==> config.mk <==
export PLATFORM = sky130hd
export DESIGN_NAME = reg_dump_reader
export DESIGN_NICKNAME = d
export VERILOG_FILES = /design/src/rtl/reg_dump_reader.sv
export SDC_FILE = /design/constraint.sdc
export NUM_CORES = 1
export LEC_CHECK = 0
export ABC_AREA = 1
export CAP_MARGIN = 20
export CORE_MARGIN = 2
export CORE_UTILIZATION = 30
export CTS_CLUSTER_DIAMETER = 80
export DETAILED_ROUTE_END_ITERATION = 7
export GPL_TIMING_DRIVEN = 0
export SETUP_SLACK_MARGIN = 0.1
export SLEW_MARGIN = 10
export SYNTH_ARGS = -nofsm -noshare
export SYNTH_HDL_FRONTEND = slang
export SYNTH_SLANG_ARGS = --single-unit
==> constraint.sdc <==
create_clock -name clk -period 2.1 [get_ports clk]
set_input_delay 0.315 -clock clk [delete_from_list [all_inputs] [get_ports clk]]
set_output_delay 0.315 -clock clk [all_outputs]
set_load 0.02 [all_outputs]
==> src/rtl/reg_dump_reader.sv <==
// Halts the pipeline, then streams every register of the bank out as bytes,
// register 0 upward, least significant byte of each word first.
module reg_dump_reader #(
    parameter int REG_WIDTH     = 32,
    parameter int REG_ADDR_BITS = 5
) (
    input  logic                     clk,
    input  logic                     reset,
    input  logic                     start,
    output logic                     halt_req,
    input  logic                     halt_ack,
    output logic [REG_ADDR_BITS-1:0] rd_addr,
    input  logic [REG_WIDTH-1:0]     rd_data,
    output logic [7:0]               tx_data,
    output logic                     tx_valid,
    input  logic                     tx_ready,
    output logic                     busy,
    output logic                     done
);

    localparam int NBYTES = REG_WIDTH / 8;
    localparam int CNT_W  = (NBYTES > 1) ? $clog2(NBYTES) : 1;
    localparam logic [REG_ADDR_BITS-1:0] ADDR_MAX = {REG_ADDR_BITS{1'b1}};

    typedef enum logic [2:0] {
        IDLE,
        HALT,
        RD0,
        RD1,
        SEND
    } state_t;

    state_t               state;
    state_t               next_state;
    logic [REG_WIDTH-1:0] shift_reg;
    logic [CNT_W-1:0]     byte_cnt;
    logic                 last_byte;
    logic                 transfer;

    assign last_byte = (byte_cnt == CNT_W'(NBYTES - 1));
    assign transfer  = (state == SEND) && tx_ready;

    always_ff @(posedge clk) begin
        if (reset) begin
            state <= IDLE;
        end else begin
            state <= next_state;
        end
    end

    always_comb begin
        next_state = state;
        case (state)
            IDLE: if (start)    next_state = HALT;
            HALT: if (halt_ack) next_state = RD0;
            RD0:                next_state = RD1;
            RD1:                next_state = SEND;
            SEND: begin
                if (transfer && last_byte) begin
                    next_state = (rd_addr == ADDR_MAX) ? IDLE : RD0;
                end
            end
            default:            next_state = IDLE;
        endcase
    end

    always_comb begin
        busy     = (state != IDLE);
        halt_req = (state != IDLE);
        tx_valid = (state == SEND);
        tx_data  = shift_reg[7:0];
    end

    // The low byte of shift_reg is always the byte on offer; each accepted
    // byte shifts the next one down without a bubble.
    always_ff @(posedge clk) begin
        if (reset) begin
            rd_addr   <= '0;
            shift_reg <= '0;
            byte_cnt  <= '0;
            done      <= 1'b0;
        end else begin
            done <= 1'b0;
            case (state)
                IDLE: begin
                    if (start) rd_addr <= '0;
                end
                HALT: begin
                    if (halt_ack) rd_addr <= '0;
                end
                RD1: begin
                    shift_reg <= rd_data;
                    byte_cnt  <= '0;
                end
                SEND: begin
                    if (transfer) begin
                        if (last_byte) begin
                            if (rd_addr == ADDR_MAX) begin
                                done <= 1'b1;
                            end else begin
                                rd_addr <= rd_addr + REG_ADDR_BITS'(1);
                            end
                        end else begin
                            shift_reg <= shift_reg >> 8;
                            byte_cnt  <= byte_cnt + CNT_W'(1);
                        end
                    end
                end
                default: ;
            endcase
        end
    end

endmodule

# --- Word level (Yosys, flattened, before mapping) ---
# Cells that the tools add are included.
totals:
  register_bits: 43
  inputBits: 37
  out_inout_bits: 17
  word_cells: 51
op_classes:
  addsub: 2
  eq_ne: 13
  mux: 18
  n_bitwise: 3
  n_reduce_logical: 10
ops:
  columns: ["operator", "count"]
  rows:
  - ["32-bit two-way mux", 2]
  - ["32-bit one-hot mux with 2 select lines", 1]
  - ["5-bit two-way mux", 5]
  - ["3-bit one-hot mux with 5 select lines", 1]
  - ["5-bit one-hot mux with 3 select lines", 1]
  - ["3-bit two-way mux", 3]
  - ["2-bit != test, second input constant", 4]
  - ["3-bit by 2-bit == test with 1-bit output, second input constant", 2]
  - ["2-bit two-way mux", 3]
  - ["2-bit by 1-bit != test with 1-bit output, second input constant", 3]
  - ["3-bit AND reduction", 2]
  - ["6-bit AND reduction", 1]
  - ["3-bit nonzero test", 2]
  - ["5-bit by 1-bit adder with 5-bit output, second input constant", 1]
  - ["5-bit == test, second input constant", 1]
  - ["2-bit one-hot mux with 2 select lines", 1]
  - ["4-bit OR reduction", 1]
  - ["3-bit by 1-bit == test with 1-bit output, second input constant", 1]
  - ["3-bit == test, second input constant", 1]
  - ["3-bit zero test", 1]
  - ["1-bit inverter", 3]
  - ["2-bit by 1-bit adder with 2-bit output, second input constant", 1]
  - ["2-bit == test, second input constant", 1]
  - ["1-bit logical AND", 2]
  - ["2 further kinds", 2]

# --- Logic depth before layout (Yosys ltp) ---
logic_depth:
  depth_word: 5
  depth_mapped: 9
  ltp_nobuf: 9

# --- Worst setup path before layout ---
# No wires, ideal clock.
synth_timing:
  path_type: "register -> register"
  from: "reg rd_addr[0]"
  to: "reg rd_addr[0]"
  setup_ns: 0.064
  arrival_ns: 1.613
  required_ns: 2.036
  setup_slack_ns: 0.423
  path_stages_with_launch: 10
  n_path_buf: 0
  period_less_slack_ns: 1.677
  cell_sequence: "dfxtp_1 > ha_1 > nand2_1 > nor2_1 > ha_1 > o21bai_1 > nand3_1 > inv_2 > nor2_1 > nor2_1"
synth_via:
  elab_chain_cells: 5
  word_cells_on_any_way: 8
  cone_classes: "1 x add/sub; 2 x eq/ne; 4 x mux; 1 x reduce/logical"
synth_rtl:
  columns: ["element", "line", "text"]
  rows:
  - ["start: declaration", "12", "output logic [REG_ADDR_BITS-1:0] rd_addr,"]
  - ["start signal: assignment", "101", "rd_addr <= rd_addr + REG_ADDR_BITS'(1);"]
  - ["5-bit by 1-bit adder with 5-bit output", "101", null]
  - ["5-bit two-way mux", "98", "if (rd_addr == ADDR_MAX) begin"]
  - ["5-bit two-way mux", "97", "if (last_byte) begin"]
  - ["5-bit two-way mux", "96", "if (transfer) begin"]
  - ["5-bit one-hot mux with 3 select lines", "84", "case (state)"]
# Several ways; a longest one is shown, not always the timed one. The select of a mux whose other input is x is not followed.
# A chain may end at the register's enable or synchronous reset.

# --- Worst setup path after layout ---
layout_timing:
  from: "reg state[2]"
  to: "out tx_valid"
layout_via:
  elab_chain_cells: 1
layout_rtl:
  columns: ["element", "line", "text"]
  rows:
  - ["start: declaration", "33", "state_t state;"]
  - ["start signal: assignment", "47", "state <= next_state;"]
  - ["3-bit == test", "70", "tx_valid = (state == SEND);"]
  - ["end: declaration", "15", "output logic tx_valid,"]
# Every way passes these cells.

==> key figures <==
Finish
  – Antenna diodes: 0
  – Fill count: 766
  – Max reg flops: 32
  – FF+latch area: 861 µm²
  – Layout cells sized above 1: 10.7%
  – Fin nets: 422
  – Synth-to-Final Area Change: 36.7%
  – Multi-input logic area: 1050 µm²

Routing
  – DRT iter0 DRCs: 85
  – Antenna Violating Nets Remaining: 0
  – DR WL/cell: 10.7 µm
  – Routed vias/inst: 4.28
  – Number of remaining DRC errors: 0
  – Detailed Routing Iterations Pass 1: 4
  – Routed WL: 5130 µm
  – Vias: 2052

Setup path
  – WS Path Type: reg -> out
  – Crit path largest cell delay: 0.34 ns
  – Worst path top cell family by delay: buffers and inverters
  – Nature of the critical path endpoint: primary output
  – Crit path DAT: 1.62 ns
  – Critical Path Source Type: flip-flop
  – CP max stage cell: dlygate4sd2_1
  – Buffers & Inverters on Critical Path: 4
  – WP data required: 1.78 ns
  – CP Cell Sequence: buf_4 > inv_1 > nor2_2 > buf_4 > dlygate4sd2_1
  – Critical Path Most Common Cell: buf_4
  – CP max FO: 10

Clock tree
  – Reg clk slew, reported paths: 0.09 ns
  – CTS tree: built
  – H-Tree Depth: 2
  – Max Root-Sink Buffers: 2
  – Root buf cell: clkbuf_8
  – Worst-Skew Late Latency: 0.30 ns
  – CTS Buf Count: 5
  – Hold Buf Count CTS: 0
  – Post-CTS repair timing setup buffer count: 0
  – Sink Count: 43

Logic synthesis
  – Net count of the mapped netlist: 362
  – Yosys warns: 0
  – Post-Synthesis Cells: 322
  – Post-synthesis cell type count: 25
  – Post-synthesis sequential area ratio: 40.5%
  – Avg Inst Size Synth: 6.60 µm²
  – Area fraction of the dominant cell type after synthesis: 40.5%
  – Synth area leaders: dfxtp_1 (40%), nand2_1 (19%), nor2_1 (12%), o21ai_0 (4.2%), buf_4 (3.9%)
  – Area leader, netlist: dfxtp_1
  – Post-synthesis sequential element count: 43
  – Post-Syn Area: 2130 µm²

Place
  – Place WS: 0.120 ns
  – HPWL Detailed: 3830 µm
  – Gp weighted congestion: 0.807
  – Number of I/O port buffers: 53

Global route
  – First-pass GRT wire length: 8740 µm
  – GRT Residual Overflow: 0
  – GRT Util Overall: 14.2%
  – Vias in the first global route: 1956
  – Pin count of the biggest net entering global routing: 15
  – Initial antenna violation count: 0

Timing
  – Setup-failing EPs final: 0
  – Final period util: 92.3%
  – Skew final: 0.00721 ns
  – Slew @ Worst Pin: 0.523 ns
  – Fin Setup TNS: 0 ns
  – Worst slew margin: 65.1%
  – RSZ-0062 raised after global routing: no
  – PnR worst setup slack: 0.161 ns
  – Max-slew violation count: 0
  – F_max: 516 MHz
  – Final hold violations: 0
  – Fin crit period: 1.94 ns

Floorplan
  – Core Footprint: 6830 µm²
  – Die width: 88.2 µm
  – Die Y: 88.2 µm
  – # rows: 30
  – Die Area: 7780 µm²
  – Initial core utilization: 31.1%
  – I/O Pins: 54

Worst hold path
  – HP Class: reg -> reg

Pwr
  – Power density cells: 1000 nW/µm²
  – VDD IR-drop max: 0.309 mV
  – Leak: 1.27 nW

Run status
  – Status: finished, final reports clean

Job
  – Number of max-cap violations: 0
-- tightest hold or removal path: cells and delay by family, from the launching register on --
family          cells  cell delay (ns)
simple gates        1             0.06
flops               1             0.32
compound gates      1             0.05
-- synth_stat cells (all sizes together) --
cell and n:
a21oi 10, buf 19, clkbuf 6, dfxtp 43
ha 3, inv 14, nand2 107, nand3 12
nand4 2, nor2 74, nor3 1, o211ai 1
o21ai 28, o21bai 1, or2 1
-- stage by stage --
step / hold WS, ns / utilization, % / total power [mW] / instances / instance area (µm²)
floorplan: 0.384 / - / 1.84 / 322 / 2130
global placement: 0.450 / 40.6 / 2.21 / 471 / 2780
detailed placement: 0.455 / 40.6 / 2.23 / 471 / 2780
CTS: 0.471 / 42.5 / 2.93 / 479 / 2900
global route: 0.490 / 42.5 / 3.11 / 479 / 2910
finish: 0.469 / 42.5 / 2.91 / 479 / 2910
-- layout by cell type, fill, tap and decap left out, drive strengths merged --
cell type / synthesis / final
nor3: 1 / 1
nand4: 2 / 2
o21bai: 1 / 1
nand3: 12 / 12
or2: 1 / 1
clkdlybuf4s50: 0 / 51
o21ai: 28 / 28
dfxtp: 43 / 43
clkbuf: 6 / 12
a21oi: 10 / 10
buf: 19 / 19
nand2: 107 / 107
dlygate4sd2: 0 / 2
nor2: 74 / 74
o211ai: 1 / 1
inv: 14 / 15
ha: 3 / 3
bufinv: 0 / 1
-- layer usage --
layer / up-vias / part of all wire (%) / GRT usage [%]
met5: - / 0 / 0
met4: 0 / 1.4 / 4.55
met3: 5 / 4.0 / 3.02
met2: 41 / 47 / 24.8
met1: 894 / 48 / 17.4
li1: 1112 / - / -
-- cell families (layout without fill, tap and decap cells) --
logic type | Yosys count | after routing | share of synthesized area, %
adder cells (fa/ha/maj) | 3 | 3 | 1.77
AND/OR/NAND/NOR | 197 | 197 | 37.3
buffers and inverters | 39 | 100 | 10.6
flip-flops | 43 | 43 | 40.5
AO/OA/AOI/OAI | 40 | 40 | 9.83
-- report_power, final --
group          switching, mW  internal, mW
clock network          0.311         0.392
logic                  0.605         0.508
registers              0.117         0.979
-- final cells by class --
cell class,instances,share of cell area [%]
multi-input cells,240,36.0
well taps,96,4.13
plain buffers,25,6.03
inverters,14,1.81
clock inverters,2,1.34
flip-flops and latches,43,29.6
repair buffers,53,18.2
clock buffers,6,2.84
-- final timing paths --
| check | to | cells after the start | slack, ns | startpoint |
|---|---|---|---|---|
| min reg2reg | shift_reg[28] | 2 | 0.47 | shift_reg[28] |
| max | tx_valid | 5 | 0.16 | state[2] |
| max reg2reg | rd_addr[0] | 9 | 0.24 | rd_addr[0] |
| min | shift_reg[28] | 2 | 0.47 | shift_reg[28] |
-- repair_timing --
| item | in CTS | in global routing |
|---|---|---|
| endpoints found under the setup margin | 2 | 1 |
| gates resized for setup | 4 | 1 |
| cloned | 0 | 0 |
| pin swaps | 0 | 0 |
No activity file was read; power rests on OpenSTA's default activity.
